===== config.mk =====
export PLATFORM = sky130hd
export DESIGN_NAME = tone_sequencer
export DESIGN_NICKNAME = d
export VERILOG_FILES = /design/src/rtl/tone_sequencer.sv
export SDC_FILE = /design/constraint.sdc
export NUM_CORES = 1
export LEC_CHECK = 0
export ABC_CLOCK_PERIOD_IN_PS = 5300
export CAP_MARGIN = 10
export CORE_MARGIN = 3
export CORE_UTILIZATION = 45
export CTS_BUF_LIST = sky130_fd_sc_hd__clkbuf_8
export DETAILED_ROUTE_END_ITERATION = 8
export PLACE_DENSITY = 0.66
export SLEW_MARGIN = 20
export SYNTH_ARGS = -nofsm -noshare
export SYNTH_HDL_FRONTEND = slang
export SYNTH_SLANG_ARGS = --single-unit

===== constraint.sdc =====
create_clock -name CLK -period 5.3 [get_ports CLK]
set_input_delay 1.325 -clock CLK [delete_from_list [all_inputs] [get_ports CLK]]
set_output_delay 1.325 -clock CLK [all_outputs]
set_load 0.02 [all_outputs]

===== src/rtl/tone_sequencer.sv =====
// Note sequencer driving the tone clock divider's maxcount from a small note RAM.
// Define TONE_SEQ_GAP_EN to insert a silent GAP_CYCLES interval after every note.
module tone_sequencer #(
  parameter int unsigned DEPTH       = 16,
  parameter int unsigned AW          = 4,
  parameter int unsigned MW          = 17,
  parameter int unsigned NOTE_CYCLES = 25_000_000,
  parameter int unsigned GAP_CYCLES  = 2_500_000
) (
  input  logic          CLK,
  input  logic          RST_N,
  input  logic          start,
  input  logic          stop,
  input  logic          loop,
  input  logic [AW:0]   len,
  input  logic          wr_en,
  input  logic [AW-1:0] wr_addr,
  input  logic [MW-1:0] wr_data,
  output logic [MW-1:0] maxcount,
  output logic          tone_en,
  output logic          busy,
  output logic          done,
  output logic [AW-1:0] note_idx
);

  if (NOTE_CYCLES < 1 || GAP_CYCLES < 1 || DEPTH > (1 << AW)) begin : g_param_check
    $error("tone_sequencer: illegal parameter combination");
  end

  localparam logic [AW:0] DepthLen = (AW + 1)'(DEPTH);
  localparam logic [31:0] NoteLast = 32'(NOTE_CYCLES - 1);

`ifdef TONE_SEQ_GAP_EN
  localparam logic [31:0] GapLast = 32'(GAP_CYCLES - 1);
  typedef enum logic [1:0] {StIdle, StPlay, StGap} state_e;
`else
  typedef enum logic [1:0] {StIdle, StPlay} state_e;
`endif

  state_e        state_q, state_d;
  logic [AW:0]   len_q, len_d;
  logic [AW-1:0] idx_q, idx_d;
  logic [31:0]   timer_q, timer_d;
  logic [MW-1:0] maxcount_q, maxcount_d;
  logic          tone_en_q, tone_en_d;
  logic          busy_q, busy_d;
  logic          done_q, done_d;

  logic [MW-1:0] mem [DEPTH];
  logic [MW-1:0] rd_data;
  logic [AW:0]   len_clamp;
  logic [AW:0]   idx_next;
  logic          advance;
  logic          load_note;

  always_ff @(posedge CLK) begin
    if (wr_en && state_q == StIdle) begin
      mem[wr_addr] <= wr_data;
    end
  end

  always_comb begin
    state_d    = state_q;
    len_d      = len_q;
    idx_d      = idx_q;
    timer_d    = timer_q;
    maxcount_d = maxcount_q;
    tone_en_d  = tone_en_q;
    busy_d     = busy_q;
    done_d     = 1'b0;
    advance    = 1'b0;
    load_note  = 1'b0;
    len_clamp  = (len > DepthLen) ? DepthLen : len;
    idx_next   = {1'b0, idx_q} + {{AW{1'b0}}, 1'b1};

    case (state_q)
      StIdle: begin
        if (start && !stop) begin
          len_d = len_clamp;
          if (len_clamp == '0) begin
            done_d = 1'b1;
          end else begin
            state_d   = StPlay;
            idx_d     = '0;
            timer_d   = '0;
            busy_d    = 1'b1;
            load_note = 1'b1;
          end
        end
      end
      StPlay: begin
        if (timer_q == NoteLast) begin
`ifdef TONE_SEQ_GAP_EN
          state_d    = StGap;
          timer_d    = '0;
          maxcount_d = '0;
          tone_en_d  = 1'b0;
`else
          advance = 1'b1;
`endif
        end else begin
          timer_d = timer_q + 32'd1;
        end
      end
`ifdef TONE_SEQ_GAP_EN
      StGap: begin
        if (timer_q == GapLast) begin
          advance = 1'b1;
        end else begin
          timer_d = timer_q + 32'd1;
        end
      end
`endif
      default: state_d = StIdle;
    endcase

    if (advance) begin
      timer_d = '0;
      if (idx_next < len_q) begin
        state_d   = StPlay;
        idx_d     = idx_next[AW-1:0];
        load_note = 1'b1;
      end else if (loop) begin
        state_d   = StPlay;
        idx_d     = '0;
        load_note = 1'b1;
      end else begin
        state_d    = StIdle;
        idx_d      = '0;
        busy_d     = 1'b0;
        maxcount_d = '0;
        tone_en_d  = 1'b0;
        done_d     = 1'b1;
      end
    end

    // Forward a same-cycle write so a start sees the value being written.
    rd_data = mem[idx_d];
    if (wr_en && state_q == StIdle && wr_addr == idx_d) begin
      rd_data = wr_data;
    end
    if (load_note) begin
      maxcount_d = rd_data;
      tone_en_d  = (rd_data != '0);
    end

    if (stop && state_q != StIdle) begin
      state_d    = StIdle;
      idx_d      = '0;
      timer_d    = '0;
      busy_d     = 1'b0;
      maxcount_d = '0;
      tone_en_d  = 1'b0;
      done_d     = 1'b0;
    end
  end

  always_ff @(posedge CLK) begin
    if (!RST_N) begin
      state_q    <= StIdle;
      len_q      <= '0;
      idx_q      <= '0;
      timer_q    <= '0;
      maxcount_q <= '0;
      tone_en_q  <= 1'b0;
      busy_q     <= 1'b0;
      done_q     <= 1'b0;
    end else begin
      state_q    <= state_d;
      len_q      <= len_d;
      idx_q      <= idx_d;
      timer_q    <= timer_d;
      maxcount_q <= maxcount_d;
      tone_en_q  <= tone_en_d;
      busy_q     <= busy_d;
      done_q     <= done_d;
    end
  end

  assign maxcount = maxcount_q;
  assign tone_en  = tone_en_q;
  assign busy     = busy_q;
  assign done     = done_q;
  assign note_idx = idx_q;

endmodule


== Word level (Yosys, flattened, before mapping) ==
Memory sizes are Yosys's and may differ from the RTL's.
Cells that the tools add are included.
Cells by class
  add/subtract/negate cells: 2
  multipliers: 0
  div/mod/pow operators: 0
  magnitude comparators: 2
  equal/unequal tests: 11
  shifts and indexed selects: 0
  muxes and demuxes: 47
  bitwise logic cells: 1
  reductions and logical operators: 17
Operators by type and width (number)
  2-to-1 mux 32 bit: 3
  2-to-1 mux 17 bit: 5
  case mux 32 bit (2 select lines): 1
  adder 32 x 1 -> 32 bit (second input constant): 1
  == test 32 x 25 -> 1 bit (second input constant): 1
  2-to-1 mux 1 bit: 28
  2-to-1 mux 4 bit: 5
  nonzero test 17 bit: 1
  inequality test 2 bit (second input constant): 4
  2-to-1 mux 2 bit: 3
  AND reduction 3 bit: 2
  nonzero test 2 bit: 3
  adder 4 x 1 -> 5 bit (second input constant): 1
  greater-than comparator 5 bit (second input constant): 1
  zero test 5 bit: 1
  < comparator 5 bit: 1
  2-to-1 mux 5 bit: 1
  == test 4 bit: 1
  logical AND 1 bit: 4
  inequality test 2 x 1 -> 1 bit (second input constant): 2
  case mux 2 bit (2 select lines): 1
  AND reduction 4 bit: 1
  inequality test 3 x 2 -> 1 bit (second input constant): 1
  inequality test 3 bit (second input constant): 1
  other kinds (7): 7
Word-level totals
  flip-flop bits (word level): 63
  latch bits: 0
  bits in writable memories: 272
  memory bits (read-only): 0
  input bits: 32
  output and inout bits: 24
  logic and storage cells: 89
  memories: 1
Memories
  mem: words 16, width 17, rd ports 1, clocked after Yosys merged registers in 0, wr ports 1, RTL line 49  | logic [MW-1:0] mem [DEPTH];

== Longest topological paths before layout ==
  word-level depth: 12
  depth in mapped cells: 17
  mapped depth without buffers: 14

== Least setup slack after synthesis ==
No wires, ideal clock.
  kind: input to register
  from: in len[0]
  to: reg tone_en_q, in the netlist tone_en
  setup time: 0.134 ns
  arrival time: 4.011 ns
  required time: 5.166 ns
  slack: 1.155 ns
  stages: 12
  buffers on the path: 1
  cell sequence: or3_4 -> o31ai_4 -> nand2_1 -> mux2_2 -> a21oi_1 -> and4b_1 -> buf_4 -> nor2_4 -> a221o_1 -> or4_1 -> a2111oi_2 -> a31oi_1
Between the ends
  cells in the longest elaborated chain, start to end: 12
  elaborated cells between the ends (all ways): 23
  those cells by class: order compare (1); eq/ne (3); mux (13); reduce/logical (5); memory (1)
RTL lines
  start: declaration: RTL line 15  | input logic [AW:0] len,
  greater-than comparator 5 bit: RTL line 73  | len_clamp = (len > DepthLen) ? DepthLen : len;
  2-to-1 mux 5 bit (*): RTL line 73
  zero test 5 bit (*): RTL line 80  | if (len_clamp == '0) begin
  branches (longest 9 deep; another with memory (16 x 17 bit))
  end signal: assignment: RTL line 174  | tone_en_q <= tone_en_d;
  end: declaration: RTL line 45  | logic tone_en_q, tone_en_d;
Every way passes the cells marked *.
A chain may end at the register's enable or synchronous reset.

== Final worst setup path ==
Ends and elaborated chain as after synthesis.

==> results_dict.tcl <==
set metrics [dict create \
    outcome "finished clean" \
    drive_gt1_share_pct 13.8 \
    fin_tns_setup_ns 0 \
    antenna_left 0 \
    overflow 0 \
    rsz0062_at_grt "no" \
    synth_flop_cell "edfxtp_1" \
    dieWidth_um 182 \
    die_area_sq_um 33000 \
    avgViaCountPerCell 5.63 \
    power_density_nw_per_um2 333 \
    path_max_fanout 9 \
    fill_cells 2497 \
    max-clock-path-buffers 3 \
    hpwl_um 19900 \
    peakVddDrop_mv 0.240 \
    grt_pass1_wl_um 51600 \
    cts_resized 0 \
    cts_tree "built" \
    seq_area_sq_um 9410 \
    worstPathRequired_ns 5.77 \
    drt_iter0_markers 666 \
    htree_num_levels 2 \
    worstMarginPinSlew_ns 1.05 \
    layout_common_cells "edfxtp_1, nand2_1, mux2i_1" \
    whs_ns 0.468 \
    drv_cap 0 \
    clk_latency_ns 0.59 \
    nNetsFinal 1200 \
    ys_async_sr_fraction_pct 0 \
    hp-start "len_q[0]" \
    yosysWarnings 0 \
    row_count 63 \
    p_switching_uw 1150 \
    p_int_uw 4280 \
    holdPathEnd "len_q[0]" \
    slew_viol_final 0 \
    syn_inst 1056 \
    ff2ff_setup_slack_ns 0.92 \
    pwr-share-seq_pct 53.1 \
    slew_headroom_pct 30.0 \
    synth_cell_types 59 \
    routedWlPerCell_um 21.1 \
    worst-r2r-cell-count 14 \
    place.port_buffers 55 \
    finClkSkew_ns 0.0217 \
    synth_nets 1094 \
    core_sq_um 30000 \
    r2r_end "tone_en" \
    finalWirelength_um 33700 \
    final_common_cell "edfxtp_1" \
    max_freq_mhz 224 \
    startpoint_type "input port" \
    clkPwrFrac_pct 43.5 \
    syn_to_final_growth_pct 17.4 \
    synth_edf_count 272 \
    worstSetupPathType "in -> reg" \
    hold_path_class "reg -> reg" \
    clk_transition_reported_paths_ns 0.06 \
    grtUsageTotal_pct 20.1 \
    antenna_found_initial 0 \
    synth.avg_cell_area_sq_um 13.2 \
    antenna_cells 0 \
    cp.arrival_ns 4.94 \
    ys_seq_area_share_pct 67.7 \
    final_cell_area_sq_um 16300 \
    power_frac_comb_pct 3.4 \
    hold_viol_final 0 \
    gp_congestion 0.806 \
    multi_input_area_sq_um 4290 \
    cts_buffers 53 \
    via_count 8984 \
    grt_max_degree 86 \
    ios 56 \
    p_leak_uw 0.00577 \
    place_area_sq_um 15100 \
    ys_ff_latch 334 \
    dr.pass1.iters 5 \
    min_delay_path_depth 2 \
    period_share_pct 84.4 \
    die_h_um 182 \
    grt_pass1_vias 8884 \
    cts_setup_buffers 0 \
    syn_area_sq_um 13900 \
    initial_core_util_pct 46.3 \
    setup_viol 0 \
    drc 0 \
    min_period_ns 4.47 \
    root_buffer "clkbuf_8" \
    swShare_pct 21.2 \
    cp-end-kind "register" \
    crit-reg2reg-launch "note_idx[0]" \
    cts_sinks 334 \
    cts_hold_buf 0 \
]
-- stage by stage --
stage / setup slack, ns / instances / util, % / power (uW)
floorplan: 1.15 / 1056 / - / 3010
global placement: 0.290 / 1497 / 50.4 / 3120
detailed placement: 0.208 / 1497 / 50.4 / 3120
CTS: 0.854 / 1596 / 54.3 / 5470
global route: 0.625 / 1596 / 54.3 / 5610
finish: 0.827 / 1596 / 54.3 / 5430
-- worst max path at each step --
| stage | from | endpoint | slack, ns |
|---|---|---|---|
| floorplan | len[0] | tone_en | 1.15 |
| global placement | len[0] | tone_en | 0.29 |
| detailed placement | stop | tone_en | 0.21 |
| CTS | len[0] | tone_en | 0.85 |
| global route | note_idx[0] | tone_en | 0.62 |
| finish | len[0] | tone_en | 0.83 |
-- metal layers --
| metal | share of wire [%] | routed length (um) | GRT usage [%] |
|---|---|---|---|
| met2 | 47 | 15900 | 32.0 |
| met5 | 0 | 0 | 0 |
| met1 | 45 | 15000 | 28.2 |
| met4 | 2.4 | 818 | 6.61 |
| met3 | 5.6 | 1900 | 3.61 |
-- sequential cells by signal (all words and copies together), names as in the netlist --
| name | count |
|---|---|
| mem | 272 |
| maxcount | 17 |
| timer_q | 32 |
| state_q | 1 |
| tone_en | 1 |
| busy | 1 |
| len_q | 5 |
| note_idx | 4 |
| done | 1 |
-- cells in the mapped netlist (3+ instances only) --
cell	instances	area share, %
nor4b_2	3	0.32
a22oi_1	28	1.5
and3_1	18	0.81
a221oi_1	5	0.32
buf_2	15	0.54
and2_1	8	0.36
inv_1	9	0.24
nand2_1	163	4.4
dfxtp_1	62	8.9
clkbuf_1	24	0.65
mux2i_1	92	6.6
nand3b_1	5	0.27
a21boi_0	5	0.27
nand4_1	7	0.32
a32oi_1	7	0.44
and4_1	5	0.32
or3_1	6	0.27
or4_1	4	0.22
or2_2	4	0.18
ha_1	6	0.54
edfxtp_1	272	59
a211oi_1	8	0.43
a31oi_1	18	0.81
a21oi_1	24	0.86
nor2_1	74	2.0
buf_4	5	0.27
a22o_1	18	1.1
nand3_1	57	2.1
nor3_1	12	0.43
nor2b_1	3	0.14
nor4_1	5	0.23
buf_1	4	0.11
mux2_2	5	0.41
xnor2_1	10	0.63
o211ai_1	6	0.32
xor2_1	19	1.2
o21ai_0	11	0.40
-- area by class of cell --
class	count	area share, %
inverters	9	0.207
clock buffers	64	5.40
clock inverters	35	1.80
multi-input cells	663	26.3
repair buffers	101	5.64
well taps	390	2.99
flip-flops and latches	334	57.7
-- critical path, cell delays in order --
cell and delay, ns:
clkdlybuf4s50_1 0.42, or3_4 0.41, o31ai_4 0.27, buf_4 0.23, and2_4 0.16, mux2i_4 0.12, a21oi_1 0.23, and4b_1 0.41
nor4_1 0.12, a221o_1 0.30, or4_1 0.49, a2111oi_2 0.32, a31oi_1 0.11
-- power by group through the flow --
| stage | clock (uW) | combinational, uW | sequential (uW) |
|---|---|---|---|
| 2_1_floorplan | 0 | 68.4 | 2940 |
| 3_3_place_gp | 0 | 180 | 2940 |
| 3_5_place_dp | 0 | 184 | 2940 |
| 4_1_cts | 2400 | 185 | 2890 |
| 5_1_grt | 2530 | 200 | 2890 |
| 6_report | 2360 | 185 | 2890 |
-- cell families after synthesis --
family / share of synthesized area, %
adder cells (fa/ha/maj): 0.540
multiplexers: 7.30
XOR/XNOR: 1.83
buffers and inverters: 1.97
flip-flops: 67.7
AND/OR/NAND/NOR: 13.5
AO/OA/AOI/OAI: 7.17
Note: power is estimated with default switching activity, not from simulation.
